[config.mk]
export PLATFORM = sky130hd
export DESIGN_NAME = control_unit
export DESIGN_NICKNAME = d
export VERILOG_FILES = /design/src/rtl/control_unit.sv
export SDC_FILE = /design/constraint.sdc
export NUM_CORES = 1
export LEC_CHECK = 0
export ABC_CLOCK_PERIOD_IN_PS = 2900
export CAP_MARGIN = 15
export CELL_PAD_IN_SITES_DETAIL_PLACEMENT = 0
export CELL_PAD_IN_SITES_GLOBAL_PLACEMENT = 1
export CORE_AREA = 4 4 63 65
export CTS_BUF_LIST = sky130_fd_sc_hd__clkbuf_8 sky130_fd_sc_hd__clkbuf_16
export CTS_CLUSTER_DIAMETER = 50
export DETAILED_ROUTE_END_ITERATION = 16
export DIE_AREA = 0 0 67 69
export HOLD_SLACK_MARGIN = 0.08
export PLACE_DENSITY = 0.9
export SLEW_MARGIN = 20
export SYNTH_ARGS = -nofsm -noshare
export SYNTH_HDL_FRONTEND = slang
export SYNTH_SLANG_ARGS = --single-unit
export TNS_END_PERCENT = 100
[constraint.sdc]
create_clock -name clk -period 2.9 [get_ports clk]
set_input_delay 0.435 -clock clk [delete_from_list [all_inputs] [get_ports clk]]
set_output_delay 0.435 -clock clk [all_outputs]
set_load 0.02 [all_outputs]
[src/rtl/control_unit.sv]
// control_unit: fetch/decode/execute sequencer for the k_and_s data_path.
//
// Ports:
//   clk, rst_n               - clock and asynchronous active-low reset
//   decoded_instruction      - current IR decode from data_path
//   zero_op, neg_op,
//   unsigned_overflow,
//   signed_overflow          - ALU flags from data_path
//   branch, pc_enable,
//   ir_enable, addr_sel,
//   c_sel, operation,
//   write_reg_enable,
//   flags_reg_enable         - datapath controls
//   ram_write_enable         - RAM write strobe
//   halt                     - processor halted
//   instr_count              - saturating retired-instruction counter

package k_and_s_pkg;
  typedef enum logic [3:0] {
    I_NOP, I_LOAD, I_STORE, I_MOVE, I_ADD, I_SUB, I_AND, I_OR,
    I_BRANCH, I_BZERO, I_BNZERO, I_BNEG, I_BNNEG, I_BOV, I_BNOV, I_HALT
  } decoded_instruction_type;
endpackage

module control_unit
  import k_and_s_pkg::*;
#(
  parameter int unsigned CNT_W = 16
) (
  input  logic                    clk,
  input  logic                    rst_n,
  input  decoded_instruction_type decoded_instruction,
  input  logic                    zero_op,
  input  logic                    neg_op,
  input  logic                    unsigned_overflow,
  input  logic                    signed_overflow,
  output logic                    branch,
  output logic                    pc_enable,
  output logic                    ir_enable,
  output logic                    addr_sel,
  output logic                    c_sel,
  output logic [1:0]              operation,
  output logic                    write_reg_enable,
  output logic                    flags_reg_enable,
  output logic                    ram_write_enable,
  output logic                    halt,
  output logic [CNT_W-1:0]        instr_count
);

  typedef enum logic [3:0] {
    StRst, StFetch, StDecode, StLoad, StStore, StMove, StAlu, StBranch, StHalt
  } state_e;

  state_e           state_q, state_d;
  logic [CNT_W-1:0] count_q;
  logic             branch_taken;
  logic [1:0]       alu_op;
  logic             cnt_inc;

  // Branch condition; signed_overflow is not consulted by any branch.
  always_comb begin
    branch_taken = 1'b0;
    case (decoded_instruction)
      I_BRANCH: branch_taken = 1'b1;
      I_BZERO:  branch_taken = zero_op;
      I_BNZERO: branch_taken = ~zero_op;
      I_BNEG:   branch_taken = neg_op;
      I_BNNEG:  branch_taken = ~neg_op;
      I_BOV:    branch_taken = unsigned_overflow;
      I_BNOV:   branch_taken = ~unsigned_overflow;
      default:  branch_taken = 1'b0;
    endcase
  end

  always_comb begin
    alu_op = 2'b00;
    case (decoded_instruction)
      I_ADD:   alu_op = 2'b00;
      I_AND:   alu_op = 2'b01;
      I_OR:    alu_op = 2'b10;
      I_SUB:   alu_op = 2'b11;
      default: alu_op = 2'b00;
    endcase
  end

  always_comb begin
    state_d          = state_q;
    branch           = 1'b0;
    pc_enable        = 1'b0;
    ir_enable        = 1'b0;
    addr_sel         = 1'b0;
    c_sel            = 1'b0;
    operation        = 2'b00;
    write_reg_enable = 1'b0;
    flags_reg_enable = 1'b0;
    ram_write_enable = 1'b0;
    halt             = 1'b0;
    cnt_inc          = 1'b0;
    case (state_q)
      StRst: state_d = StFetch;
      StFetch: begin
        ir_enable = 1'b1;
        pc_enable = 1'b1;
        state_d   = StDecode;
      end
      StDecode: begin
        case (decoded_instruction)
          I_LOAD:  state_d = StLoad;
          I_STORE: state_d = StStore;
          I_MOVE:  state_d = StMove;
          I_ADD, I_SUB, I_AND, I_OR: state_d = StAlu;
          I_BRANCH, I_BZERO, I_BNZERO, I_BNEG, I_BNNEG, I_BOV, I_BNOV:
            state_d = StBranch;
          I_HALT: begin
            state_d = StHalt;
            cnt_inc = 1'b1;
          end
          default: begin
            // NOP (and anything unrecognised) retires straight from decode.
            state_d = StFetch;
            cnt_inc = 1'b1;
          end
        endcase
      end
      StLoad: begin
        addr_sel         = 1'b1;
        c_sel            = 1'b1;
        write_reg_enable = 1'b1;
        state_d          = StFetch;
        cnt_inc          = 1'b1;
      end
      StStore: begin
        addr_sel         = 1'b1;
        ram_write_enable = 1'b1;
        state_d          = StFetch;
        cnt_inc          = 1'b1;
      end
      StMove: begin
        // MOVE is src OR src, without touching the flags.
        operation        = 2'b10;
        write_reg_enable = 1'b1;
        state_d          = StFetch;
        cnt_inc          = 1'b1;
      end
      StAlu: begin
        operation        = alu_op;
        write_reg_enable = 1'b1;
        flags_reg_enable = 1'b1;
        state_d          = StFetch;
        cnt_inc          = 1'b1;
      end
      StBranch: begin
        // Not taken: PC already advanced past the branch during fetch.
        if (branch_taken) begin
          pc_enable = 1'b1;
          branch    = 1'b1;
          addr_sel  = 1'b1;
        end
        state_d = StFetch;
        cnt_inc = 1'b1;
      end
      StHalt: begin
        halt    = 1'b1;
        state_d = StHalt;
      end
      default: state_d = StRst;
    endcase
  end

  always_ff @(posedge clk or negedge rst_n) begin
    if (!rst_n) begin
      state_q <= StRst;
      count_q <= '0;
    end else begin
      state_q <= state_d;
      if (cnt_inc && (count_q != {CNT_W{1'b1}})) begin
        count_q <= count_q + CNT_W'(1);
      end
    end
  end

  assign instr_count = count_q;

endmodule

==> out/summary.log <==
INFO  detailed_routing wl_met2=1400um
INFO  timing         min_period=2.66ns
INFO  final_layout   final_core_utilization=50.7%
INFO  logic_synthesis synth.top_cell.area_share=40.9%
INFO  timing         tns=0ns
INFO  logic_synthesis parity_gate_share_of_the_synthesized_area_counting_xor_and_xnor_cells=9.30%
INFO  detailed_routing route.detailed.vias_per_inst=5.25
INFO  floorplan      floorplan.io_pins=37
INFO  critical_path  worst_path_max_stage_delay=0.47ns
INFO  detailed_routing routed-wl-met3=175um
INFO  detailed_routing topRoutingLayerUsed=met4
INFO  floorplan      floorplan.core_area=0.00334mm2
INFO  timing         max_slew.worst_pin.slew=0.898ns
INFO  detailed_routing number_of_design_rule_violations_left_after_detail_routing=0
INFO  clock_network  tritoncts=yes
INFO  floorplan      starting_density_of_the_core=36.7%
INFO  logic_synthesis post_syn_area_per_cell=9.21um2
INFO  power          p_leak=0.696nW
INFO  logic_synthesis yosysMostFrequentCell=sky130_fd_sc_hd__dfrtp_1
INFO  logic_synthesis synth_area_leaders=sky130_fd_sc_hd__dfrtp_1 41%, sky130_fd_sc_hd__xnor2_1 8.6%, sky130_fd_sc_hd__nand3_1 4.1%
INFO  clock_network  cts_setup_buffers=0
INFO  flow_run       max_cap_violations=0
INFO  final_layout   fin_nets=183
INFO  timing         post-route-period-util=91.6%
INFO  timing         worst_clock_skew=0.00886ns
INFO  timing         timing.final.hold_violations=0
INFO  final_layout   non_filler_instances=217
INFO  power          worst_ir_drop_vdd=0.373mV
INFO  critical_path  critical_path.endpoint_type=primary output
INFO  critical_path  cell_at_the_slowest_stage_of_the_critical_path=sky130_fd_sc_hd__clkdlybuf4s50_1
INFO  detailed_routing detailedRoute.firstPassIterationCount=4
INFO  clock_network  insertion_delay=0.27ns
INFO  clock_network  clock_sinks=20
INFO  floorplan      placementRows=21
INFO  logic_synthesis syn_nets=144
INFO  floorplan      chipWidth=67um
INFO  final_layout   num-fill-cells=326
INFO  logic_synthesis synth_top_flop_cell=sky130_fd_sc_hd__dfrtp_1
INFO  placed_design  io_buffers=35
INFO  critical_path  critical_path_arrival=2.22ns
INFO  logic_synthesis synth_seq_area_share=40.9%
INFO  logic_synthesis synth.ff_latch_count=20
INFO  logic_synthesis synth_compound_gate_area_share=12.3%
INFO  detailed_routing drt_wl_total=2820um
INFO  placed_design  placed_cells=213
INFO  clock_network  cts.path.max_buffers=2
INFO  final_layout   num_antenna_cells=0
INFO  timing         slew_violations=0
INFO  clock_network  htree_levels=1
INFO  logic_synthesis synth_adder_area_share=1.02%
INFO  detailed_routing routedWlPerCell=13.0um
INFO  logic_synthesis synth_largest_area_cell=sky130_fd_sc_hd__dfrtp_1
INFO  final_layout   drive_above_1_share=8.77%
INFO  logic_synthesis postSynthCellCount=133
INFO  floorplan      fp.dieArea=0.00462mm2
INFO  placed_design  final_weighted_congestion_in_routability_driven_placement=0.799
INFO  logic_synthesis post_synth_and_or_nand_nor_area_fraction=28.9%
INFO  power          power_density=784mW/mm2
INFO  logic_synthesis synth-warning-count=0
INFO  final_layout   post_synthesis_to_final_layout_area_growth=38.0%
INFO  logic_synthesis synth_top_family_by_area=simple AND/OR/NAND/NOR gates
INFO  detailed_routing route.layer.met1.wl=1190um
INFO  logic_synthesis post_synth_instance_area=0.00122mm2
INFO  hold_path      type_of_the_most_critical_hold_path=flop to flop
INFO  outcome        run_status=complete, no violations
INFO  timing         finalSetupViolCount=0
INFO  critical_path  worst_setup_path_start_kind=primary input
INFO  clock_network  cts_buffers=3
INFO  logic_synthesis ys_async_sr_fraction=100%
INFO  global_route   grt_max_degree=21
INFO  detailed_routing detail-route-antenna-nets=0
INFO  logic_synthesis fraction_of_synthesized_area_in_multiplexers=2.66%
INFO  detailed_routing num_vias=1139
INFO  global_route   first_pass_grt_wire_length=4860um
INFO  clock_network  cts_hold_buf=0
INFO  global_route   globalRouteTotalUtil=12.9%
INFO  critical_path  crit_path_max_fanout=5
INFO  timing         worst_slew_margin_rel=39.9%
INFO  critical_path  worstPathRequired=2.47ns
INFO  floorplan      die_h=69um
INFO  logic_synthesis post_synth_most_frequent_cells=20 x sky130_fd_sc_hd__dfrtp_1, 13 x sky130_fd_sc_hd__nor2_1, 12 x sky130_fd_sc_hd__xnor2_1, 10 x sky130_fd_sc_hd__nand3_1
INFO  logic_synthesis synth-edff-count=0
INFO  global_route   vias_in_the_first_global_route=1180
INFO  timing         max_freq=0.377GHz
INFO  global_route   antenna_found_initial=0
INFO  critical_path  worstPathCellList=clkdlybuf4s50_1 > nor2b_1 > a221oi_1 > a21oi_1 > or3_1 > o21ai_0 > dlygate4sd2_1
INFO  detailed_routing drt_iter0_markers=62
INFO  placed_design  place.detailed.hpwl=2140um
INFO  clock_network  cts-root-buf=sky130_fd_sc_hd__clkbuf_8
INFO  clock_network  worst_setup_hold_path_clk_slew=0.08ns
INFO  logic_synthesis synthDistinctLibCells=36
INFO  global_route   grt-ovfl-total=0
INFO  critical_path  worstSetupPathType=primary input to primary output
INFO  timing         setup_repair_after_global_routing_missed_its_margin=no
logic make-up (layout without fill, tap and decap cells):
| kind of cell | Yosys count | count (layout) |
|---|---|---|
| simple gates | 65 | 65 |
| fa+ha+maj | 1 | 1 |
| mux | 3 | 3 |
| buf+inv | 12 | 50 |
| flops | 20 | 20 |
| xor+xnor | 13 | 13 |
| compound gates | 19 | 19 |
per-layer routing:
layer  track usage, %  vias up
met5                0        -
met4             5.63        0
met3             2.76        7
met2             22.4       46
met1             14.8      537
li1                 -      549
repair_timing:
item,in CTS,in global routing
setup endpoints to repair,3,0
gates resized for setup,3,0
hold endpoints to repair,0,0
where the power goes:
part           switching (W)  total [W]  internal [W]
clock network      0.0000948   0.000216      0.000121
registers          0.0000952   0.000438      0.000342
logic               0.000348   0.000671      0.000322
per-stage QoR:
step	cell area [um2]	hold WS [ns]	total power (W)	worst slack [ns]
after global placement	1640	0.491	0.00112	-0.0298
after global routing	1690	0.530	0.00142	0.103
final	1690	0.512	0.00132	0.244
after CTS	1690	0.510	0.00134	0.215
after detailed placement	1640	0.499	0.00114	-0.0432
after floorplan	1220	0.139	0.000853	0.719
worst max-delay path: cells and delay by family:
family / cells / cell delay, ns
buffers and inverters: 2 / 0.82
AOI/OAI and AO/OA: 3 / 0.43
and+or+nand+nor: 2 / 0.53
state kept, by name, indices dropped and copies added, names as in the netlist:
name         count
instr_count     16
state_q          4
worst paths after layout:
check | from | to | slack (ns) | cells past startpoint
max in group asynchronous | rst_n | instr_count[5] | 1.67 | 1
min in group asynchronous | rst_n | instr_count[7] | 0.67 | 1
hold / removal | instr_count[11] | instr_count[11] | 0.51 | 1
setup reg to reg | instr_count[6] | instr_count[7] | 1.05 | 5
hold reg to reg | instr_count[11] | instr_count[11] | 0.51 | 1
setup / recovery | decoded_instruction[1] | addr_sel | 0.24 | 7
layout by cell type, fill, tap and decap left out, types with 3 or more instances in the layout:
cell	netlist	routed
sky130_fd_sc_hd__dfrtp_1	20	20
sky130_fd_sc_hd__clkdlybuf4s50_1	0	32
sky130_fd_sc_hd__xnor2_1	12	12
sky130_fd_sc_hd__buf_4	1	7
sky130_fd_sc_hd__nand4_1	7	7
sky130_fd_sc_hd__dlygate4sd2_1	0	3
sky130_fd_sc_hd__nor2_1	13	13
sky130_fd_sc_hd__nand2b_1	4	4
sky130_fd_sc_hd__nand2_1	7	7
sky130_fd_sc_hd__and3_1	5	5
sky130_fd_sc_hd__inv_1	4	4
sky130_fd_sc_hd__nor3_1	6	6
sky130_fd_sc_hd__nor2b_1	5	5
sky130_fd_sc_hd__o21ai_0	4	4
sky130_fd_sc_hd__a21oi_1	7	7
sky130_fd_sc_hd__clkbuf_8	0	4
sky130_fd_sc_hd__nand3_1	10	10
final cells by class:
| cell class | count | area [um2] | share of cell area (%) |
|---|---|---|---|
| well taps | 46 | 57.6 | 3.40 |
| multi-input cells | 101 | 663 | 39.2 |
| inverters | 4 | 15.0 | 0.888 |
| clock buffers | 4 | 55.1 | 3.26 |
| repair buffers | 42 | 399 | 23.6 |
| flip-flops and latches | 20 | 500 | 29.6 |
Note: power is estimated with default switching activity, not from simulation.
